<file path="src/rtl/posit_batch_sequencer.sv">
// -----------------------------------------------------------------------------
// posit_batch_sequencer
//
// Purpose: walks a batch of posit jobs held in shared on-chip memory. For each
// job it presents the operand-pair address and the result address to a
// downstream posit core. It then raises core_start and waits for the core's
// completion level to rise and fall. After that it advances both addresses by
// their strides. A one-cycle done pulse marks the end of the batch.
//
// Optional feature (macro POSIT_BATCH_TIMEOUT_EN):
//   When the macro is defined, a watchdog counts the cycles spent waiting in
//   ISSUE or RELEASE. If it reaches TIMEOUT_CYCLES, the batch is abandoned
//   through FINISH and the sticky error flag is set. When the macro is not
//   defined, there is no counter and error is tied low.
//
// Ports:
//   clock                  in   sole clock, rising edge
//   reset                  in   synchronous, active-high
//   cmd_valid / cmd_ready  in/out  batch command handshake (ready only in IDLE)
//   cmd_src_base           in   first operand-pair byte address
//   cmd_dst_base           in   first result byte address
//   cmd_count              in   number of jobs (0 => immediate done)
//   core_start             out  start level to the posit core
//   core_starting_address  out  operand address of the current job
//   core_result_address    out  result address of the current job
//   core_completed         in   completion level from the posit core
//   busy                   out  high whenever not IDLE
//   done                   out  one-cycle pulse at batch end
//   done_count             out  jobs completed in the current/last batch
//   error                  out  sticky watchdog flag
// -----------------------------------------------------------------------------
module posit_batch_sequencer #(
  parameter int ADDR_W         = 12,
  parameter int CNT_W          = 8,
  parameter int SRC_STRIDE     = 8,
  parameter int DST_STRIDE     = 4,
  parameter int TIMEOUT_CYCLES = 1024
) (
  input  logic              clock,
  input  logic              reset,
  input  logic              cmd_valid,
  output logic              cmd_ready,
  input  logic [ADDR_W-1:0] cmd_src_base,
  input  logic [ADDR_W-1:0] cmd_dst_base,
  input  logic [CNT_W-1:0]  cmd_count,
  output logic              core_start,
  output logic [ADDR_W-1:0] core_starting_address,
  output logic [ADDR_W-1:0] core_result_address,
  input  logic              core_completed,
  output logic              busy,
  output logic              done,
  output logic [CNT_W-1:0]  done_count,
  output logic              error
);

  typedef enum logic [2:0] {
    IDLE,
    ISSUE,
    RELEASE,
    NEXT,
    FINISH
  } state_t;

  localparam logic [ADDR_W-1:0] SRC_INC = ADDR_W'(SRC_STRIDE);
  localparam logic [ADDR_W-1:0] DST_INC = ADDR_W'(DST_STRIDE);

  state_t             r_state;
  state_t             w_state_next;
  logic [ADDR_W-1:0]  r_src;
  logic [ADDR_W-1:0]  r_dst;
  logic [CNT_W-1:0]   r_remaining;
  logic [CNT_W-1:0]   r_done_count;
  logic [CNT_W-1:0]   w_remaining_dec;
  logic               w_timeout;

  assign w_remaining_dec       = r_remaining - CNT_W'(1);
  assign core_starting_address = r_src;
  assign core_result_address   = r_dst;
  assign done_count            = r_done_count;

  // Next-state and Moore outputs
  always_comb begin
    w_state_next = r_state;
    cmd_ready    = 1'b0;
    core_start   = 1'b0;
    busy         = 1'b1;
    done         = 1'b0;
    case (r_state)
      IDLE: begin
        cmd_ready = 1'b1;
        busy      = 1'b0;
        if (cmd_valid) begin
          w_state_next = (cmd_count != '0) ? ISSUE : FINISH;
        end
      end
      ISSUE: begin
        core_start = 1'b1;
        // A completion seen on the same cycle as the watchdog expiry wins.
        if (core_completed) begin
          w_state_next = RELEASE;
        end else if (w_timeout) begin
          w_state_next = FINISH;
        end
      end
      RELEASE: begin
        if (!core_completed) begin
          w_state_next = NEXT;
        end else if (w_timeout) begin
          w_state_next = FINISH;
        end
      end
      NEXT: begin
        w_state_next = (w_remaining_dec != '0) ? ISSUE : FINISH;
      end
      FINISH: begin
        done         = 1'b1;
        w_state_next = IDLE;
      end
      default: begin
        w_state_next = IDLE;
      end
    endcase
  end

  // State register and job datapath
  always_ff @(posedge clock) begin
    if (reset) begin
      r_state      <= IDLE;
      r_src        <= '0;
      r_dst        <= '0;
      r_remaining  <= '0;
      r_done_count <= '0;
    end else begin
      r_state <= w_state_next;
      case (r_state)
        IDLE: begin
          if (cmd_valid) begin
            r_src        <= cmd_src_base;
            r_dst        <= cmd_dst_base;
            r_remaining  <= cmd_count;
            r_done_count <= '0;
          end
        end
        ISSUE: begin
          // Counting on the ISSUE->RELEASE edge makes the increment happen
          // exactly once per job, visible from the first RELEASE cycle.
          if (core_completed) begin
            r_done_count <= r_done_count + CNT_W'(1);
          end
        end
        NEXT: begin
          // Address arithmetic wraps naturally at 2^ADDR_W.
          r_src       <= r_src + SRC_INC;
          r_dst       <= r_dst + DST_INC;
          r_remaining <= w_remaining_dec;
        end
        default: begin
        end
      endcase
    end
  end

`ifdef POSIT_BATCH_TIMEOUT_EN
  localparam int               TMR_W    = $clog2(TIMEOUT_CYCLES + 1);
  localparam logic [TMR_W-1:0] TMR_LAST = TMR_W'(TIMEOUT_CYCLES - 1);

  logic [TMR_W-1:0] r_timer;
  logic             r_error;
  logic             w_waiting;

  assign w_waiting = (r_state == ISSUE) || (r_state == RELEASE);
  // The timer is zero on the first cycle of a state. It therefore reads
  // TIMEOUT_CYCLES-1 on the last permitted waiting cycle.
  assign w_timeout = w_waiting && (r_timer == TMR_LAST);
  assign error     = r_error;

  always_ff @(posedge clock) begin
    if (reset) begin
      r_timer <= '0;
      r_error <= 1'b0;
    end else begin
      if (!w_waiting || (w_state_next != r_state)) begin
        r_timer <= '0;
      end else begin
        r_timer <= r_timer + TMR_W'(1);
      end
      if ((r_state == IDLE) && cmd_valid) begin
        r_error <= 1'b0;
      end else if (w_waiting && (w_state_next == FINISH)) begin
        r_error <= 1'b1;
      end
    end
  end
`else
  // No watchdog: waits are unbounded. This compare is always false, so error
  // stays constant low. TIMEOUT_CYCLES is still referenced here so the
  // parameter is not left unused.
  assign w_timeout = 1'b0;
  assign error     = (TIMEOUT_CYCLES < 0);
`endif

endmodule

</file>
<file path="config.mk">
export PLATFORM = sky130hd
export DESIGN_NAME = posit_batch_sequencer
export DESIGN_NICKNAME = d
export VERILOG_FILES = /design/src/rtl/posit_batch_sequencer.sv
export SDC_FILE = /design/constraint.sdc
export NUM_CORES = 1
export LEC_CHECK = 0
export CAP_MARGIN = 25
export CORE_ASPECT_RATIO = 0.8
export CORE_MARGIN = 4
export CORE_UTILIZATION = 50
export DETAILED_ROUTE_END_ITERATION = 8
export GPL_TIMING_DRIVEN = 0
export PLACE_DENSITY_LB_ADDON = 0.05
export SKIP_LAST_GASP = 1
export SLEW_MARGIN = 20
export SYNTH_ARGS = -nofsm -noshare
export SYNTH_HDL_FRONTEND = slang
export SYNTH_SLANG_ARGS = --single-unit
</file>
<file path="constraint.sdc">
create_clock -name clock -period 2.9 [get_ports clock]
set_input_delay 0.435 -clock clock [delete_from_list [all_inputs] [get_ports clock]]
set_output_delay 0.435 -clock clock [all_outputs]
set_load 0.01 [all_outputs]
</file>
==> flow_metrics.tcl <==
set metrics [dict create \
    status "finished clean" \
    peakVddDrop_uv 308 \
    p_leak_nw 1.14 \
    dp_slack_ns 0.619 \
    gp_congestion 0.851 \
    cp.required_ns 2.47 \
    postSynthAreaPerCell_um2 8.16 \
    overflow 0 \
    grt_usage 0.234 \
    clk_latency_ns 0.30 \
    worstMarginPinSlew_ns 0.579 \
    drcViolationCount 0 \
    placed_area_um2 3030 \
    ys_ff_latch 43 \
    slew_headroom 0.613 \
    synth-seq-area-share 0.381 \
    crit_type "reg -> out" \
    diodes 0 \
    syn_nets 318 \
    wl_mm 6.42 \
    dr.pass1.iters 4 \
    ant_nets 0 \
    vias 2387 \
    startpoint_type "register" \
    grt_pass1_wl_mm 10.8 \
    final-hold-violation-count 0 \
    fmax_mhz 442 \
    synthFlopType "dfxtp_1" \
    antenna_found_initial 0 \
    layout_min_cycle_time_ns 2.26 \
    critPathSlowestCell "clkdlybuf4s50_1" \
    rsz0062_at_grt "false" \
    cts_tree "yes" \
    skew_ns 0.00619 \
    cts_setup_buffers 0 \
    cts_made_buffers 5 \
    synth.distinct_cells 52 \
    netlist_top_cells_area "dfxtp_1 38%, nor2_1 5.6%, a21oi_1 5.5%, nand2_1 4.0%, ha_1 2.8%" \
    max-cap-violations 0 \
    final_layout_size_suffix_gt1_frac 0.0650 \
    synthToLayoutAreaGrowth_pct 38.0 \
    yosys.area.top_type_share 0.381 \
    post-route-period-util 0.780 \
    yosysWarnings 0 \
    cp-end-kind "output port" \
    first_global_vias 2276 \
    numPlacedInstances 404 \
    synthArstFlopShare 0 \
    cp_slowest_stage_delay_ns 0.52 \
    cts_resized 0 \
    drv_slew 0 \
    holdBufCountCts 0 \
    instances_no_fill 411 \
    cts_max_path_buffers 2 \
    synth_top_cell_by_area "dfxtp_1" \
    path_clk_slew_ns 0.08 \
    grt_max_degree 13 \
    viasPerCell 5.81 \
    setup_viol 0 \
    fin_ws_ns 0.637 \
    postLayoutCellArea_um2 3120 \
    die_x_um 83.2 \
    crit_chain "buf_2 -> or3_1 -> inv_1 -> clkdlybuf4s50_1" \
    drt-wirelength-per-cell_um 15.6 \
    core.rowCount 21 \
    hold_class "reg -> reg" \
    syn_inst 277 \
    dieArea_um2 5670 \
    htreeDepth 2 \
    drt-initial-drc-count 208 \
    hold_slack_ns 0.457 \
    initial_core_util 0.528 \
    cts-root-buf "clkbuf_8" \
    layout.nets 395 \
    clock-sinks 43 \
    coreArea_um2 4280 \
    cp_max_fo 10 \
    io_pins 73 \
    portBuffers 70 \
    power_density_nw_per_um2 537 \
    cp.arrival_ns 1.83 \
    syn_area_um2 2260 \
    dp_hpwl_mm 4.69 \
    fp.dieH_um 68.1 \
    synth-edff-count 0 \
    tns_ns 0 \
]
cell usage after synthesis (all sizes together), types with 5 or more instances:
cell type and instances:
dfxtp 43, nor2 34, a21oi 25, nand2 24
o21ai 13, buf 11, a211oi 9, nor3 9
inv 8, nor4 8, a31oi 7, clkbuf 7
nand3 7, and3 6, ha 5, xnor2 5
final cells by class:
type,count,area (um2)
fillers,348,1160
multi-input cells,208,1280
well taps,57,71.3
flip-flops and latches,43,861
inverters,8,30.0
repair buffers,70,701
clock buffers,6,82.6
clock inverters,1,5.00
plain buffers,18,86.3
flip-flops by register name (all words and copies together) (netlist names):
signal / cells
core_result_address: 12
r_remaining: 8
core_starting_address: 12
done_count: 8
r_state: 3
report_power, final:
group	switching (W)	internal, W	leakage (nW)
logic	0.000286	0.000265	0.744
clock network	0.000208	0.000187	0.0470
registers	0.0000721	0.000657	0.353
final timing paths:
check | startpoint | end | slack [ns] | cells after the start
worst max register to register | r_state[2] | core_result_address[1] | 1.08 | 5
worst min register to register | core_result_address[0] | core_result_address[0] | 0.46 | 2
worst max-delay path | r_state[2] | cmd_ready | 0.64 | 4
worst min-delay path | core_result_address[0] | core_result_address[0] | 0.46 | 2
cell families after synthesis:
group,after synthesis,synth area share
simple gates,115,0.272
mux,2,0.00996
flops,43,0.381
fa+ha+maj,5,0.0277
xor+xnor,8,0.0310
compound gates,77,0.226
buf+inv,26,0.0515
other cells,1,0.00166
cell usage in the layout (no fill, tap or decap), types with 8 or more instances in the layout:
cell and n:
dfxtp_1 43, nand2_1 24, a21oi_1 25, nor2_1 34, clkdlybuf4s50_1 70, nor3_1 8, nor4_1 8, inv_1 8
o21ai_1 11
through the flow:
step / utilization / total power (W)
floorplan: - / 0.00104
global placement: 0.708 / 0.00127
detailed placement: 0.708 / 0.00128
CTS: 0.729 / 0.00167
global route: 0.729 / 0.00176
finish: 0.729 / 0.00168
worst max-delay path, delay by kind of cell (launching register included):
family	cells	cell delay, ns
buffers and inverters	3	0.77
flip-flops	1	0.34
AND/OR/NAND/NOR	1	0.42
layer usage:
metal / global-route usage / share of wire / up-vias
met5: 0 / 0 / -
met4: 0.0918 / 0.012 / 0
met3: 0.0517 / 0.066 / 11
met2: 0.386 / 0.45 / 92
met1: 0.302 / 0.47 / 1109
li1: - / - / 1175
No activity file was read; power rests on OpenSTA's default activity.
